[config.mk]
export PLATFORM = sky130hd
export DESIGN_NAME = alu_muldiv_unit
export DESIGN_NICKNAME = d
export VERILOG_FILES = /design/src/rtl/alu_muldiv_unit.sv
export SDC_FILE = /design/constraint.sdc
export NUM_CORES = 1
export LEC_CHECK = 0
export CORE_AREA = 2 2 215 217
export CTS_BUF_LIST = sky130_fd_sc_hd__clkbuf_8
export DETAILED_ROUTE_END_ITERATION = 7
export DIE_AREA = 0 0 217 219
export PLACE_DENSITY_LB_ADDON = 0.3
export SYNTH_ARGS = -nofsm -noshare
export SYNTH_HDL_FRONTEND = slang
export SYNTH_SLANG_ARGS = --single-unit
[constraint.sdc]
create_clock -name clk -period 15.5 [get_ports clk]
set_clock_uncertainty 0.15 [all_clocks]
set_input_delay 3.1 -clock clk [delete_from_list [all_inputs] [get_ports clk]]
set_output_delay 3.1 -clock clk [all_outputs]
set_load 0.005 [all_outputs]
[src/rtl/alu_muldiv_unit.sv]
// Execute-stage unit for the nanoMIPS core: combinational ALU (4-bit ALUctr) plus a
// sequential one-bit-per-cycle multiply/divide engine owning the HI/LO registers.
module alu_muldiv_unit #(
    parameter int WIDTH = 32
) (
    input  logic             clk,
    input  logic             rst_n,
    input  logic [WIDTH-1:0] A,
    input  logic [WIDTH-1:0] B,
    input  logic [3:0]       ALUctr,
    output logic [WIDTH-1:0] RES,
    output logic             Zero,
    output logic             Carry,
    output logic             Overflow,
    output logic             CPR_RES,
    input  logic [1:0]       MD_op,
    input  logic             MD_start,
    output logic             MD_busy,
    output logic             MD_done,
    input  logic             HILO_we,
    input  logic             HILO_sel,
    input  logic [WIDTH-1:0] HILO_wdata,
    output logic [WIDTH-1:0] HI,
    output logic [WIDTH-1:0] LO
);

    localparam int CW = $clog2(WIDTH) + 1;
    localparam logic [CW-1:0] LAST = CW'(WIDTH - 1);

    typedef enum logic [1:0] {S_IDLE, S_RUN, S_DONE} state_t;

    function automatic logic [WIDTH-1:0] cond_neg(input logic [WIDTH-1:0] v, input logic neg);
        return neg ? -v : v;
    endfunction

    function automatic logic [2*WIDTH-1:0] cond_neg2(input logic [2*WIDTH-1:0] v, input logic neg);
        return neg ? -v : v;
    endfunction

    // ---------------- combinational ALU ----------------
    logic [WIDTH-1:0] a_eff, b_eff;
    logic [WIDTH:0]   sum;
    logic             carry_out, carry_msb_in, ovf, lt;

    always_comb begin
        if (ALUctr[1]) begin
            a_eff = cond_neg(A, ALUctr[3]);
            b_eff = cond_neg(B, ALUctr[2]);
        end else begin
            a_eff = ALUctr[3] ? ~A : A;
            b_eff = ALUctr[2] ? ~B : B;
        end
    end

    assign sum          = {1'b0, a_eff} + {1'b0, b_eff};
    assign carry_out    = sum[WIDTH];
    assign carry_msb_in = sum[WIDTH-1] ^ a_eff[WIDTH-1] ^ b_eff[WIDTH-1];
    assign ovf          = carry_out ^ carry_msb_in;
    // Sign of the sum corrected by overflow gives the true signed compare
    assign lt           = sum[WIDTH-1] ^ ovf;

    always_comb begin
        RES = '0;
        case (ALUctr[1:0])
            2'b00:   RES = a_eff & b_eff;
            2'b01:   RES = a_eff | b_eff;
            2'b10:   RES = sum[WIDTH-1:0];
            default: RES = {{(WIDTH-1){1'b0}}, lt};
        endcase
    end

    assign Zero     = (RES == '0);
    assign Carry    = ALUctr[1] & carry_out;
    assign Overflow = ALUctr[1] & ovf;
    assign CPR_RES  = (ALUctr[1:0] == 2'b11) & lt;

    // ---------------- multiply/divide engine ----------------
    state_t           state_q, state_d;
    logic [CW-1:0]    cnt_q;
    logic [1:0]       op_q;
    logic             sign_a_q, sign_b_q;
    logic [WIDTH-1:0] a_orig_q, opb_q, acc_hi_q, acc_lo_q, hi_q, lo_q;

    logic signed [WIDTH-1:0] a_s, b_s;
    logic             a_neg, b_neg, start_acc, last_iter;
    logic [WIDTH-1:0] abs_a, abs_b;

    assign a_s       = A;
    assign b_s       = B;
    assign a_neg     = MD_op[0] && (a_s < 0);
    assign b_neg     = MD_op[0] && (b_s < 0);
    assign abs_a     = cond_neg(A, a_neg);
    assign abs_b     = cond_neg(B, b_neg);
    assign start_acc = MD_start && (state_q != S_RUN);
    assign last_iter = (state_q == S_RUN) && (cnt_q == LAST);

    logic [WIDTH:0]     mul_sum, div_shift, div_diff;
    logic [WIDTH-1:0]   nxt_hi, nxt_lo, fin_hi, fin_lo;
    logic [2*WIDTH-1:0] product;
    logic               q_neg;

    always_comb begin
        mul_sum   = {1'b0, acc_hi_q} + (acc_lo_q[0] ? {1'b0, opb_q} : '0);
        div_shift = {acc_hi_q, acc_lo_q[WIDTH-1]};
        div_diff  = div_shift - {1'b0, opb_q};
        if (op_q[1]) begin
            // Restoring step: keep the shifted remainder when the trial subtract borrows
            nxt_hi = div_diff[WIDTH] ? div_shift[WIDTH-1:0] : div_diff[WIDTH-1:0];
            nxt_lo = {acc_lo_q[WIDTH-2:0], ~div_diff[WIDTH]};
        end else begin
            nxt_hi = mul_sum[WIDTH:1];
            nxt_lo = {mul_sum[0], acc_lo_q[WIDTH-1:1]};
        end
        q_neg   = op_q[0] & (sign_a_q ^ sign_b_q);
        product = cond_neg2({nxt_hi, nxt_lo}, q_neg);
        fin_hi  = product[2*WIDTH-1:WIDTH];
        fin_lo  = product[WIDTH-1:0];
        if (op_q[1]) begin
            if (opb_q == '0) begin
                fin_hi = a_orig_q;
                fin_lo = '1;
            end else begin
                fin_hi = cond_neg(nxt_hi, op_q[0] & sign_a_q);
                fin_lo = cond_neg(nxt_lo, q_neg);
            end
        end
    end

    always_comb begin
        state_d = state_q;
        MD_busy = 1'b0;
        MD_done = 1'b0;
        case (state_q)
            S_IDLE: if (MD_start) state_d = S_RUN;
            S_RUN: begin
                MD_busy = 1'b1;
                if (cnt_q == LAST) state_d = S_DONE;
            end
            S_DONE: begin
                MD_done = 1'b1;
                state_d = MD_start ? S_RUN : S_IDLE;
            end
            default: state_d = S_IDLE;
        endcase
    end

    always_ff @(posedge clk or negedge rst_n) begin
        if (!rst_n) state_q <= S_IDLE;
        else        state_q <= state_d;
    end

    always_ff @(posedge clk or negedge rst_n) begin
        if (!rst_n) begin
            cnt_q    <= '0;
            op_q     <= '0;
            sign_a_q <= 1'b0;
            sign_b_q <= 1'b0;
            a_orig_q <= '0;
            opb_q    <= '0;
            acc_hi_q <= '0;
            acc_lo_q <= '0;
            hi_q     <= '0;
            lo_q     <= '0;
        end else begin
            if (start_acc) begin
                op_q     <= MD_op;
                sign_a_q <= a_neg;
                sign_b_q <= b_neg;
                a_orig_q <= A;
                opb_q    <= abs_b;
                acc_hi_q <= '0;
                acc_lo_q <= abs_a;
                cnt_q    <= '0;
            end else if (state_q == S_RUN) begin
                acc_hi_q <= nxt_hi;
                acc_lo_q <= nxt_lo;
                cnt_q    <= cnt_q + CW'(1);
            end
            // Commit and direct writes never coincide: writes are only taken when not running
            if (last_iter) begin
                hi_q <= fin_hi;
                lo_q <= fin_lo;
            end else if (HILO_we && (state_q != S_RUN)) begin
                if (HILO_sel) hi_q <= HILO_wdata;
                else          lo_q <= HILO_wdata;
            end
        end
    end

    assign HI = hi_q;
    assign LO = lo_q;

endmodule

==> results of run 1 <==
## synthesized netlist by cell type, types with 8 or more instances
master       n
mux2_2      41
a221oi_1    10
ha_1       133
o22ai_1     32
nor3_1      75
and3_1      35
nand3b_1    30
a22oi_1     21
nor4_1      39
nand3_1     68
buf_1       28
a32oi_1     16
nand4_1     26
or4_1       10
nor2b_1     21
or3_1       42
and2_1      61
a21oi_1    201
dfrtp_1    204
clkbuf_1   127
mux2i_1     63
o21ai_0    267
buf_2       23
a211oi_1    16
a31o_2      12
inv_1      134
a2111oi_0   10
or2_2       11
o31ai_1     22
a31oi_1     48
o21bai_1    11
a311oi_1    10
a41oi_1      8
xnor2_1    135
xor2_1     110
nor2_1     195
a21o_1      51
o211ai_1    69
nand2_1    389
nand2b_1    13
o21a_1      15
## worst max-delay path: cells and delay by family
family,cells,cell delay [ns]
xor gates and xnor gates,2,0.33
adders and majority gates,2,0.49
AOI/OAI and AO/OA,5,1.07
buffers and inverters,3,1.12
and+or+nand+nor,17,4.44
## area by class of cell
type / instances / area [sq um]
Timing Repair Buffer: 239 / 2300
Sequential cell: 204 / 5110
Inverter: 139 / 522
Clock buffer: 45 / 619
Antenna cell: 2 / 5.00
Multi-Input combinational cell: 2457 / 16100
Tap cell: 600 / 751
Fill cell: 4307 / 19600
Clock inverter: 18 / 116
## layer usage
| layer | vias to the layer above | part of all wire (%) |
|---|---|---|
| met5 | - | 0.029 |
| met4 | 4 | 6.3 |
| met3 | 303 | 8.8 |
| met2 | 1260 | 45 |
| met1 | 11500 | 40 |
| li1 | 11000 | - |
## cells by family (layout without fill, tap and decap cells)
| logic type | Yosys count | in the layout |
|---|---|---|
| AOI/OAI and AO/OA | 913 | 913 |
| xor gates and xnor gates | 245 | 245 |
| adders and majority gates | 136 | 136 |
| buffers and inverters | 326 | 441 |
| DFF | 204 | 204 |
| muxes | 105 | 105 |
| other | 0 | 2 |
| and+or+nand+nor | 1058 | 1058 |
## cell usage in the layout, fill, tap and decap left out, types with 46 or more instances in the layout
| cell type | instances |
|---|---|
| nand2_1 | 388 |
| o21ai_0 | 267 |
| clkdlybuf4s50_1 | 204 |
| dfrtp_1 | 203 |
| a21oi_1 | 201 |
| nor2_1 | 193 |
| inv_1 | 143 |
| xnor2_1 | 135 |
| ha_1 | 133 |
| xor2_1 | 110 |
| nor3_1 | 75 |
| o211ai_1 | 69 |
| nand3_1 | 67 |
| mux2i_1 | 63 |
| and2_1 | 61 |
| a21o_1 | 51 |
| a31oi_1 | 48 |
| clkbuf_8 | 46 |
## through the flow
| stage | utilization, % | worst slack [ns] | instances | power, mW | hold WS (ns) |
|---|---|---|---|---|---|
| CTS | 56.5 | 1.78 | 3702 | 5.88 | 0.358 |
| global route | 56.5 | 1.05 | 3702 | 6.40 | 0.387 |
| detailed placement | 54.9 | 1.80 | 3639 | 5.34 | 0.343 |
| finish | 56.5 | 1.70 | 3704 | 6.01 | 0.349 |
| global placement | 54.9 | 1.98 | 3639 | 5.26 | 0.329 |
| floorplan | - | 3.96 | 2987 | 3.91 | 0.299 |
## flip-flops by register name, summed over array words and instances (netlist names), 2 cells and up
register,flops
op_q,2
state_q,2
opb_q,32
LO,32
acc_lo_q,32
cnt_q,6
HI,32
a_orig_q,32
acc_hi_q,32
## power groups by stage
stage                     sequential [mW]  combinational [mW]  clock [mW]
after detailed placement             1.15                4.18           0
after CTS                            1.15                4.21       0.523
after floorplan                     0.980                2.93           0
after global placement               1.14                4.12           0
after global routing                 1.19                4.65       0.553
final                                1.17                4.32       0.522
## worst paths after layout
path                                     startpoint                        to  slack, ns  depth (start not counted)
hold / removal                 cnt_q[2]$_DFFE_PN0P_      cnt_q[2]$_DFFE_PN0P_       0.35                          1
setup / recovery                               B[1]                      Zero       1.70                         29
hold reg to reg                cnt_q[2]$_DFFE_PN0P_      cnt_q[2]$_DFFE_PN0P_       0.35                          1
max in group asynchronous                     rst_n  acc_lo_q[16]$_DFFE_PN0P_      10.86                          3
min in group asynchronous                     rst_n  acc_hi_q[23]$_DFFE_PN0P_       2.41                          1
setup reg to reg           acc_lo_q[31]$_DFFE_PN0P_        HI[18]$_DFFE_PN0P_       8.69                         20
==> results.sh, run 1 <==
export IMPL_status="finished clean"
export IMPL_die_h_microns=219
export IMPL_drive_above_1_share_pct=6.42
export IMPL_finalSetupViolCount=0
export IMPL_first_iter_violations=2809
export IMPL_crit_required_ns=12.25
export IMPL_synth_seq_area_share_pct=22.7
export IMPL_avgViaCountPerCell=6.50
export IMPL_cts_resized=0
export IMPL_crit_top_cell="nand2_1"
export IMPL_drv_cap=0
export IMPL_cts_hold_buf=0
export IMPL_synth_fa_ha_area_share_pct=7.68
export IMPL_hpwl_microns=70000
export IMPL_grt_start_max_net_pins=105
export IMPL_fin_area_sq_um=25500
export IMPL_firstDrtPassIters=8
export IMPL_yosys_register_bits=204
export IMPL_synth_cell_types=103
export IMPL_synth_main_ff_cell="dfrtp_1"
export IMPL_crit_path_max_fanout=5
export IMPL_num_rows=78
export IMPL_fmax_ghz=0.0725
export IMPL_grt_busiest_layer="met2"
export IMPL_synth_cells=2987
export IMPL_use_met3_pct=6.28
export IMPL_slew_limit_headroom_pct=24.2
export IMPL_cpMaxStageDelayCell="clkdlybuf4s50_1"
export IMPL_ys_top_cells_by_area="dfrtp_1 23%, ha_1 7.4%, nand2_1 6.5%"
export IMPL_clk_pin_slew_worst_paths_ns=0.06
export IMPL_antenna_found_initial=3
export IMPL_power_switching_mw=3.32
export IMPL_syn_to_final_growth_pct=13.5
export IMPL_placed_area_sq_um=24700
export IMPL_wl_per_cell_microns=24.4
export IMPL_num_nets_final=3321
export IMPL_hold_path_class="flip-flop to flip-flop"
export IMPL_finalCriticalPeriod_ns=13.80
export IMPL_ir_drop_mv=0.121
export IMPL_end_kind="output pin"
export IMPL_ios=209
export IMPL_fin_tns_setup_ns=0
export IMPL_gp_congestion=1.02
export IMPL_crit_type="primary input to output pin"
export IMPL_cts_htree_levels=2
export IMPL_p_per_area_nw_per_um2=236
export IMPL_grtUsageTotal_pct=37.0
export IMPL_cts_buffers=37
export IMPL_yosys_mux_area_fraction_pct=4.92
export IMPL_die_area_sq_um=47500
export IMPL_seqPwrFrac_pct=19.4
export IMPL_synth_simple_gate_area_share_pct=23.1
export IMPL_swShare_pct=55.3
export IMPL_yosysTopAreaCell="dfrtp_1"
export IMPL_overflow=0
export IMPL_critPathArrivalTime_ns=10.55
export IMPL_yosysTopAreaCellShare_pct=22.7
export IMPL_post_cts_setup_buffers=0
export IMPL_wirelength_microns=90200
export IMPL_drc_errors=0
export IMPL_port_buffers=208
export IMPL_drv_slew=0
export IMPL_synth_area_sq_um=22400
export IMPL_grt_pass1_wl_microns=136000
export IMPL_hold_viol_final=0
export IMPL_synth_compound_area_share_pct=26.2
export IMPL_tritoncts="done"
export IMPL_synth_nets=3230
export IMPL_pwr_share_comb_pct=71.9
export IMPL_synth_edff_count=0
export IMPL_ys_async_sr_fraction_pct=100
export IMPL_p_leak_nw=10.8
export IMPL_cts_buffer_depth=3
export IMPL_rsz0062_at_grt="no"
export IMPL_post_route_period_util_pct=89.0
export IMPL_start_util_pct=49.8
export IMPL_ys_warn_count=0
export IMPL_grt_pass1_vias=22800
export IMPL_clockRootBuffer="clkbuf_8"
export IMPL_cell_internal_pwr_mw=2.69
export IMPL_synth_xor_area_share_pct=9.56
export IMPL_clock_latency_ns=0.59
export IMPL_ant_nets=0
export IMPL_max_slew_worst_pin_slew_ns=1.13
export IMPL_fp_coreArea_sq_um=45100
export IMPL_grt_met1_usage_pct=47.9
export IMPL_startpoint_type="primary input"
export IMPL_use_met2_pct=58.7
export IMPL_die_w_microns=217
export IMPL_vias=24100
export IMPL_max_stage_delay_ns=0.55
export IMPL_cts_sinks=204
export IMPL_postSynthAreaPerCell_sq_um=7.51
export IMPL_clkPwrFrac_pct=8.7
export IMPL_synth_top_family_by_area="compound AO/OA/AOI/OAI gates"
(Power assumes the default switching activity.)
==> run 2: changes to the inputs <==
--- a/config.mk
+++ b/config.mk
@@ -5,10 +5,12 @@
 export SDC_FILE = /design/constraint.sdc
 export NUM_CORES = 1
 export LEC_CHECK = 0
-export CORE_AREA = 2 2 215 217
+export CELL_PAD_IN_SITES_DETAIL_PLACEMENT = 0
+export CELL_PAD_IN_SITES_GLOBAL_PLACEMENT = 1
+export CORE_AREA = 2 2 220 222
 export CTS_BUF_LIST = sky130_fd_sc_hd__clkbuf_8
 export DETAILED_ROUTE_END_ITERATION = 7
-export DIE_AREA = 0 0 217 219
+export DIE_AREA = 0 0 222 224
 export PLACE_DENSITY_LB_ADDON = 0.3
 export SYNTH_ARGS = -nofsm -noshare
 export SYNTH_HDL_FRONTEND = slang
==> results.sh, run 2 (synthesized netlist as in run 1, its figures left out) <==
export IMPL_cts_resized=0
export IMPL_crit_buf_inv=3
export IMPL_die_h_microns=224
export IMPL_cts_buffers=40
export IMPL_p_per_area_nw_per_um2=240
export IMPL_fmax_ghz=0.0739
export IMPL_slew_limit_headroom_pct=24.2
export IMPL_firstDrtPassIters=5
export IMPL_grt_pass1_vias=22400
export IMPL_drv_cap=0
export IMPL_crit_path_max_fanout=5
export IMPL_hold_slack_ns=0.355
export IMPL_finalSetupViolCount=0
export IMPL_p_leak_nw=10.9
export IMPL_startpoint_type="primary input"
export IMPL_final_core_util_pct=54.3
export IMPL_ios=209
export IMPL_crit_type="primary input to output pin"
export IMPL_mostFrequentLayoutCell="nand2_1"
export IMPL_wirelength_microns=90000
export IMPL_port_buffers=208
export IMPL_final_cell_mix="388 x nand2_1, 267 x o21ai_0, 204 x clkdlybuf4s50_1, 203 x dfrtp_1, 201 x a21oi_1"
export IMPL_fin_tns_setup_ns=0
export IMPL_hold_viol_final=0
export IMPL_max_slew_worst_pin_slew_ns=1.14
export IMPL_avgViaCountPerCell=6.36
export IMPL_rsz0062_at_grt="no"
export IMPL_clockRootBuffer="clkbuf_8"
export IMPL_cts_hold_buf=0
export IMPL_vias=23700
export IMPL_overflow=0
export IMPL_cpMaxStageDelayCell="clkdlybuf4s50_1"
export IMPL_cts_sinks=204
export IMPL_path_delay_family="simple AND/OR/NAND/NOR gates"
export IMPL_crit_top_cell="nand2_1"
export IMPL_fill_cells=4606
export IMPL_cts_htree_levels=2
export IMPL_num_rows=80
export IMPL_ant_nets=0
export IMPL_drv_slew=0
export IMPL_end_kind="output pin"
export IMPL_first_iter_violations=2397
export IMPL_hold_path_class="flip-flop to flip-flop"
export IMPL_multiInputGateArea_sq_um=16100
export IMPL_clk_pin_slew_worst_paths_ns=0.06
export IMPL_start_util_pct=47.4
export IMPL_status="finished clean"
export IMPL_clock_latency_ns=0.61
export IMPL_die_area_sq_um=49700
export IMPL_cts_buffer_depth=3
export IMPL_drive_above_1_share_pct=6.66
export IMPL_die_w_microns=222
export IMPL_hpwl_microns=69300
export IMPL_crit_required_ns=12.25
export IMPL_finalCriticalPeriod_ns=13.53
export IMPL_gp_congestion=0.955
export IMPL_critPathArrivalTime_ns=10.28
export IMPL_fp_coreArea_sq_um=47300
export IMPL_grt_pass1_wl_microns=136000
export IMPL_ir_drop_mv=0.0984
export IMPL_num_nets_final=3320
export IMPL_post_cts_setup_buffers=0
export IMPL_tritoncts="done"
export IMPL_antenna_found_initial=5
export IMPL_drc_errors=0
export IMPL_syn_to_final_growth_pct=14.6
export IMPL_grtUsageTotal_pct=35.2
export IMPL_register_area_sq_um=5110
export IMPL_grt_start_max_net_pins=105
export IMPL_wl_per_cell_microns=24.2
export IMPL_post_route_period_util_pct=87.3
export IMPL_max_stage_delay_ns=0.55
-- run 2: cell count changes in the layout (fill, tap and decap cells not counted), sizes merged --
cell	delta
bufinv	+6
diode	-1
inv	-2
clkbuf	+6
buf	-4
-- run 2: routing by layer --
layer  wire (microns)  vias to the layer above  global-route usage, %
met2            40500                     1019                   56.7
met1            38100                    11400                   46.2
met4             3970                       10                   14.7
met3             7320                      227                   6.90
li1                 -                    11000                      -
met5               71                        -                      0
-- run 2: worst paths after layout --
kind,startpoint,slack (ns),to,cells after the start
setup / recovery,B[1],1.97,Zero,29
hold / removal,cnt_q[2]$_DFFE_PN0P_,0.36,cnt_q[2]$_DFFE_PN0P_,1
setup reg to reg,acc_lo_q[31]$_DFFE_PN0P_,8.62,HI[16]$_DFFE_PN0P_,20
hold reg to reg,cnt_q[2]$_DFFE_PN0P_,0.36,cnt_q[2]$_DFFE_PN0P_,1
max in group asynchronous,rst_n,11.25,op_q[1]$_DFFE_PN0P_,2
min in group asynchronous,rst_n,2.38,acc_hi_q[21]$_DFFE_PN0P_,1
-- run 2: final cells by class --
class                           count  area share (%)
Antenna cell                        1         0.00973
Clock buffer                       51            2.73
Clock inverter                     22            1.10
Inverter                          139            2.03
Multi-Input combinational cell   2457            62.4
Sequential cell                   204            19.9
Tap cell                          615            2.99
Timing Repair Buffer              235            8.84
-- run 2: report_power, final --
group | switching (mW) | internal, mW | total, mW
Sequential | 0.402 | 0.799 | 1.20
Combinational | 2.69 | 1.60 | 4.29
Clock | 0.268 | 0.414 | 0.682
-- run 2: through the flow --
step | power [mW] | worst slack, ns | area [sq um] | cells
3_5_place_dp | 5.37 | 2.12 | 24700 | 3650
3_3_place_gp | 5.30 | 2.20 | 24700 | 3650
6_report | 6.17 | 1.97 | 25700 | 3724
5_1_grt | 6.57 | 1.37 | 25700 | 3723
2_1_floorplan | 3.91 | 3.96 | 22400 | 2987
4_1_cts | 6.07 | 2.05 | 25700 | 3723
-- run 2: worst register-to-register path, delay by kind of cell, from the launching register on --
kind                     cells  cell delay [ns]
XOR/XNOR                     1             0.11
flip-flops                   1             0.46
adder cells (fa/ha/maj)      3             0.93
AND/OR/NAND/NOR              5             2.12
buffers and inverters        3             0.48
AO/OA/AOI/OAI                8             2.47
